**src/rtl/cnt4_seq_pkg.sv**
```systemverilog
// Shared types and constants for the cnt4 interval sequencer.
// Latency: n/a (declarations only).
// Backpressure: n/a.
package cnt4_seq_pkg;

    typedef enum logic [2:0] {
        ST_IDLE,
        ST_LOAD,
        ST_RUN,
        ST_HOLD,
        ST_FIN
    } seq_state_e;

    localparam logic [3:0] CNT_MAX = 4'hF;
    localparam logic [3:0] CNT_MIN = 4'h0;

    // Up-counting starts PERIOD steps below CNT_MAX; down-counting starts at PERIOD.
    function automatic logic [3:0] load_value(input logic dir, input logic [3:0] period);
        return dir ? period : ~period;
    endfunction

endpackage

```
**src/rtl/counter_4b.sv**
```systemverilog
// 4-bit loadable up/down counter with combinational terminal-count flag.
// Latency: load/count visible one cycle after LD/CE; CO is combinational from Q.
// Backpressure: none; CE=0 simply holds the value.
module counter_4b
    import cnt4_seq_pkg::*;
(
    input  logic       clk,
    input  logic       rst_n,
    input  logic       m,
    input  logic       ld,
    input  logic       ce,
    input  logic [3:0] d,
    output logic [3:0] q,
    output logic       co
);

    always_ff @(posedge clk or negedge rst_n) begin
        if (!rst_n) begin
            q <= CNT_MIN;
        end else if (ld) begin
            q <= d;
        end else if (ce) begin
            q <= m ? q - 4'd1 : q + 4'd1;
        end
    end

    assign co = m ? (q == CNT_MIN) : (q == CNT_MAX);

endmodule

```
**src/rtl/cnt4_seq_ctrl.sv**
```systemverilog
// Repeatable interval timer driving counter_4b; CNT4_SEQ_PAUSE_EN enables PAUSE/HOLD.
// Latency: START to DONE = 2 + (NPER+1)(PERIOD+1) cycles with continuous TICK.
// Backpressure: TICK is a strobe; ticks during LOAD, HOLD or FIN are dropped.
module cnt4_seq_ctrl
    import cnt4_seq_pkg::*;
#(
    parameter int NPER_W = 8
) (
    input  logic              CLK,
    input  logic              RST,
    input  logic              START,
    input  logic              STOP,
    input  logic              PAUSE,
    input  logic              TICK,
    input  logic              DIR,
    input  logic [3:0]        PERIOD,
    input  logic [NPER_W-1:0] NPER,
    output logic              BUSY,
    output logic              PER_EV,
    output logic              DONE,
    output logic [NPER_W-1:0] REMAIN,
    output logic [3:0]        CNT_Q
);

    seq_state_e state;
    logic       cnt_m;
    logic [3:0] cnt_d;
    logic       cnt_ld;
    logic       cnt_ce;
    logic       cnt_co;
    logic       pause_act;
    logic       run_ok;
    logic       term_tick;
    logic       last_per;

`ifdef CNT4_SEQ_PAUSE_EN
    assign pause_act = PAUSE;
`else
    assign pause_act = PAUSE & 1'b0;
`endif

    assign run_ok    = (state == ST_RUN) && !pause_act;
    assign term_tick = run_ok && TICK && cnt_co;
    assign last_per  = (REMAIN == '0);
    assign PER_EV    = term_tick;

    // STOP freezes the datapath so the aborted count stays visible on CNT_Q.
    assign cnt_ld = !STOP && ((state == ST_LOAD) || (term_tick && !last_per));
    assign cnt_ce = !STOP && run_ok && TICK && !(term_tick && last_per);

    counter_4b u_cnt (
        .clk   (CLK),
        .rst_n (~RST),
        .m     (cnt_m),
        .ld    (cnt_ld),
        .ce    (cnt_ce),
        .d     (cnt_d),
        .q     (CNT_Q),
        .co    (cnt_co)
    );

    always_ff @(posedge CLK or posedge RST) begin
        if (RST) begin
            state  <= ST_IDLE;
            BUSY   <= 1'b0;
            DONE   <= 1'b0;
            REMAIN <= '0;
            cnt_m  <= 1'b0;
            cnt_d  <= CNT_MIN;
        end else begin
            DONE <= 1'b0;
            if (STOP && state != ST_IDLE) begin
                state  <= ST_IDLE;
                BUSY   <= 1'b0;
                REMAIN <= '0;
            end else begin
                case (state)
                    ST_IDLE: begin
                        if (START && !STOP) begin
                            cnt_m  <= DIR;
                            cnt_d  <= load_value(DIR, PERIOD);
                            REMAIN <= NPER;
                            BUSY   <= 1'b1;
                            state  <= ST_LOAD;
                        end
                    end
                    ST_LOAD: state <= ST_RUN;
                    ST_RUN: begin
`ifdef CNT4_SEQ_PAUSE_EN
                        if (pause_act) state <= ST_HOLD;
                        else
`endif
                        if (term_tick) begin
                            if (!last_per) begin
                                REMAIN <= REMAIN - NPER_W'(1);
                            end else begin
                                state <= ST_FIN;
                                DONE  <= 1'b1;
                            end
                        end
                    end
`ifdef CNT4_SEQ_PAUSE_EN
                    ST_HOLD: if (!PAUSE) state <= ST_RUN;
`endif
                    ST_FIN: begin
                        state <= ST_IDLE;
                        BUSY  <= 1'b0;
                    end
                    default: begin
                        state <= ST_IDLE;
                        BUSY  <= 1'b0;
                    end
                endcase
            end
        end
    end

endmodule

```
**config.mk**
```make
export PLATFORM = sky130hd
export DESIGN_NAME = cnt4_seq_ctrl
export DESIGN_NICKNAME = d
export VERILOG_FILES = /design/src/rtl/cnt4_seq_pkg.sv /design/src/rtl/counter_4b.sv /design/src/rtl/cnt4_seq_ctrl.sv
export SDC_FILE = /design/constraint.sdc
export NUM_CORES = 1
export LEC_CHECK = 0
export BUFFER_PORTS_ARGS = -buffer_cell sky130_fd_sc_hd__buf_2
export CORE_ASPECT_RATIO = 2
export CORE_MARGIN = 4
export CORE_UTILIZATION = 45
export DETAILED_ROUTE_END_ITERATION = 8
export GPL_ROUTABILITY_DRIVEN = 0
export GPL_TIMING_DRIVEN = 0
export MAX_ROUTING_LAYER = met4
export PLACE_DENSITY = 0.69
export SYNTH_ARGS = -nofsm -noshare
export SYNTH_HDL_FRONTEND = slang
export SYNTH_SLANG_ARGS = --single-unit
```
**constraint.sdc**
```tcl
create_clock -name CLK -period 5.85 [get_ports CLK]
set_input_delay 1.17 -clock CLK [delete_from_list [all_inputs] [get_ports CLK]]
set_output_delay 1.17 -clock CLK [all_outputs]
set_load 0.05 [all_outputs]
```
==> results list <==
* Number of filler cells placed in the layout: between 200 and 300
* Logic gate share of total power: a little over half
- Cells along the critical path: buf_2 > nor3b_1 > and3_1 > buf_2 > buf_2
- Post-Place Cells: between 200 and 250
* Placed inst area: 1610 um^2
- Signal arrival time at the worst endpoint: 2.27 ns
* TritonCTS clock tree: built
* Total internal power: roughly 0.39 mW
* Final worst hold slack: slightly below 0.5 ns
* Post-synth top cells: dfrtp_1, nand2_1, nor2_1, inv_1, a21oi_1
- Clock net sink count: 22
* Setup TNS: 0 ns
* Vias: between 1000 and 1500
* Category of the worst setup path capture point: output port
* Type of the worst setup path: register to output port
* Number of remaining DRC errors: 0
* Switching pwr: between 0.3 and 0.4 mW
- The synthesized design devotes to its leading area cell type roughly 39% of total area.
- Global route total overflow: 0
- The first global-routing pass estimated approximately 5.5 mm of wire.
* Number of cells upsized or downsized after cts: 0
- Unrepaired setup endpoints after global routing: no
- Worst skew pair latency: roughly 0.27 ns
- Sort of element at the start of the critical path: register
- Maximum clock skew at final layout: 0.00752 ns
- Post-CTS setup buffer count: 0
- The worst register-to-register path begins at REMAIN[0]$_DFFE_PP0P_.
- Result of the run: completed
- Number of nets still failing antenna checks after routing: 0
- Summed over all nets, the half-perimeter wirelength after detailed placement is about 2.7 mm.
* Count of TritonRoute iterations in the first routing pass: 4
* Sequential cell area fraction in the yosys report: between 30% and 40%
- Averaged over all synthesized cells, the footprint is about 9.3 um^2.
- The synthesized netlist occupies a cell area of ~1400 um^2.
- Antenna violations before repair: 0
* DRT iter0 DRCs: 54
* Total design power: 0.745 mW
- At the end of the flow, the number of nets in the layout was 212.
- The largest single stage delay on the critical path is a little over 0.8 ns.
- Setup Viol. Count Final: 0
- The finished layout holds about 220 standard cells, fillers aside.
- Worst R2R Setup Slack: 3.18 ns
- Die ar.: 4180 um^2
- Global routing used 18.7% of the available tracks across all layers.
- Port buffering added 31 buffers.
- Routed wire length: between 3 and 4 mm
- Core Area: around 3000 um^2
- Leak: roughly 0.8 nW
* Number of standard-cell rows in the floorplan: 28
* Library cells used by synthesis: 43
* Cell area power density: 446 nW/um^2
- Detail-routed via count per cell: roughly 5.9
* Initial Utilization: between 40 and 50%
- The number of hold buffers added after CTS was 0.
- Crit-path slowest cell: nor3b_1
- Number of global-route vias before repair: about 1300
- The most used flip-flop cell after synthesis is dfrtp_1.
- Largest buffer count on any clock path: 2
* Fmax achieved: 0.291 GHz
* Number of enable-type register cells in the synthesized netlist: 0
* Cell count after synthesis: 153
- Diodes inserted: 0
- The critical path starts at state[2]$_DFFE_PP0P_.
- Critical path's most frequent cell: buf_2
- Pin count of the biggest net entering global routing: 23
- 34 I/O pins were placed.
- Root buf cell: clkbuf_8
* Clock Pin Slew Worst Setup and Hold Paths: about 0.08 ns
- The clock network accounts for approximately 15% of the total power.
- For this run, the share of the core covered by cells in the final layout is between 50% and 60%.
- Among all cell types in the netlist, the one instantiated most often is dfrtp_1.
- Biggest area consumer among synthesized cells: dfrtp_1
- Of the cells placed in the final design, the portion with a size suffix greater than 1 is between 20% and 30%.
- Crit share post-route: between 50% and 60%
* Time the final worst path needs with I/O delays and setup: roughly 3.4 ns
* Critical path fanouts, max: 8
* Highest ir drop seen on vdd: approximately 0.00028 V
* Data required time at the worst endpoint: about 4.7 ns
- Total of max-cap violations: 0
* Register share of total power: around a third
* Register bit count reported by yosys: 22
* Synth warn: 0
- H-tree levels: 1
- Layout area overhead: 17.4%
- Counting flops with an async set or reset pin after synthesis yields a share of 100%.
- Chip height: just under 90 um
- TritonCTS created 3 clock buffers.
- Net switching fraction of the power: a little under half
* Minimum setup slack in the final design: about 2.4 ns
* Post-DR wirelength/cell: between 15 and 20 um
* Number of hold violations in the final report: 0
* Syn_nets: 176
- Headroom to the max-slew limit: between 30% and 40%
* Worst Hold Class: register to register
- Post-place setup slack: 2.69 ns
* Die outline width: around 48 um
- With fillers left out, the area of the finished cells amounts to 1670 um^2.
* Transition at the pin with the smallest max-transition slack: 0.975 ns
- The max-slew violation count is 0.
- Ranked by total cell area, the synthesized netlist is headed by dfrtp_1, mux2_2, nand2_1.
- Startpoint of the tightest hold check path: cnt_d[3]$_DFFE_PP0P_
-- routing by layer --
metal | GRT usage (%) | share of wire (%) | vias to the layer above
li1 | - | - | 614
met1 | 17.1 | 35 | 615
met2 | 33.5 | 58 | 40
met3 | 3.31 | 4.7 | 10
met4 | 10.0 | 2.7 | 0
met5 | - | 0 | -
-- path summary, 6_finish.rpt --
path	endpoint	depth (start not counted)
max in group asynchronous	REMAIN[7]$_DFFE_PP0P_	2
min in group asynchronous	u_cnt.q[0]$_DFFE_PP0P_	2
worst min-delay path	cnt_d[3]$_DFFE_PP0P_	2
worst max-delay path	PER_EV	5
worst min register to register	cnt_d[3]$_DFFE_PP0P_	2
worst max register to register	u_cnt.q[3]$_DFFE_PP0P_	8
-- state kept, by name, summed over array words and instances (netlist names) --
name / count
BUSY: 1
DONE: 1
REMAIN: 8
cnt_d: 4
cnt_m: 1
state: 3
u_cnt.q: 4
-- critical path, delay by kind of cell, from the launching register on --
family | cells | cell delay, ns
flops | 1 | 0.36
simple gates | 2 | 1.06
buf+inv | 3 | 0.58
-- cells by family after synthesis --
| family | count (synthesis) | share of synthesized area, % |
|---|---|---|
| mux | 9 | 6.95 |
| buf+inv | 18 | 5.28 |
| xor+xnor | 10 | 6.16 |
| compound gates | 34 | 17.0 |
| fa+ha+maj | 4 | 4.05 |
| flops | 22 | 38.7 |
| simple gates | 56 | 21.8 |
-- power groups by stage --
stage               sequential [mW]  combinational [mW]  clock (mW)
floorplan                     0.354               0.187           0
global placement              0.240               0.382           0
detailed placement            0.244               0.391           0
CTS                           0.241               0.393       0.114
global route                  0.248               0.419       0.121
finish                        0.242               0.391       0.111
-- cells in the final DEF, fill, tap and decap left out, drive strengths merged, types with 2 or more instances in the layout --
cell type / netlist / routed
buf: 6 / 37
nor3b: 2 / 2
nand2: 18 / 18
dfrtp: 22 / 22
nor2: 15 / 15
a21oi: 9 / 9
xnor2: 5 / 5
inv: 10 / 10
mux2: 7 / 7
nor3: 2 / 2
and3: 2 / 2
o21a: 2 / 2
nor4b: 2 / 2
a32o: 2 / 2
o21ai: 7 / 7
clkbuf: 2 / 6
nor4: 2 / 2
nand3b: 4 / 4
ha: 3 / 3
mux2i: 2 / 2
a211oi: 2 / 2
nand3: 2 / 2
o32ai: 3 / 3
xor2: 5 / 5
-- final cells by class --
type / count / area (um^2) / share of cell area, %
clock buffers: 4 / 55.1 / 3.30
repair buffers: 31 / 155 / 9.30
flip-flops and latches: 22 / 551 / 33.0
plain buffers: 8 / 37.5 / 2.25
multi-input cells: 113 / 796 / 47.7
well taps: 30 / 37.5 / 2.25
inverters: 10 / 37.5 / 2.25
(Power assumes the default switching activity.)
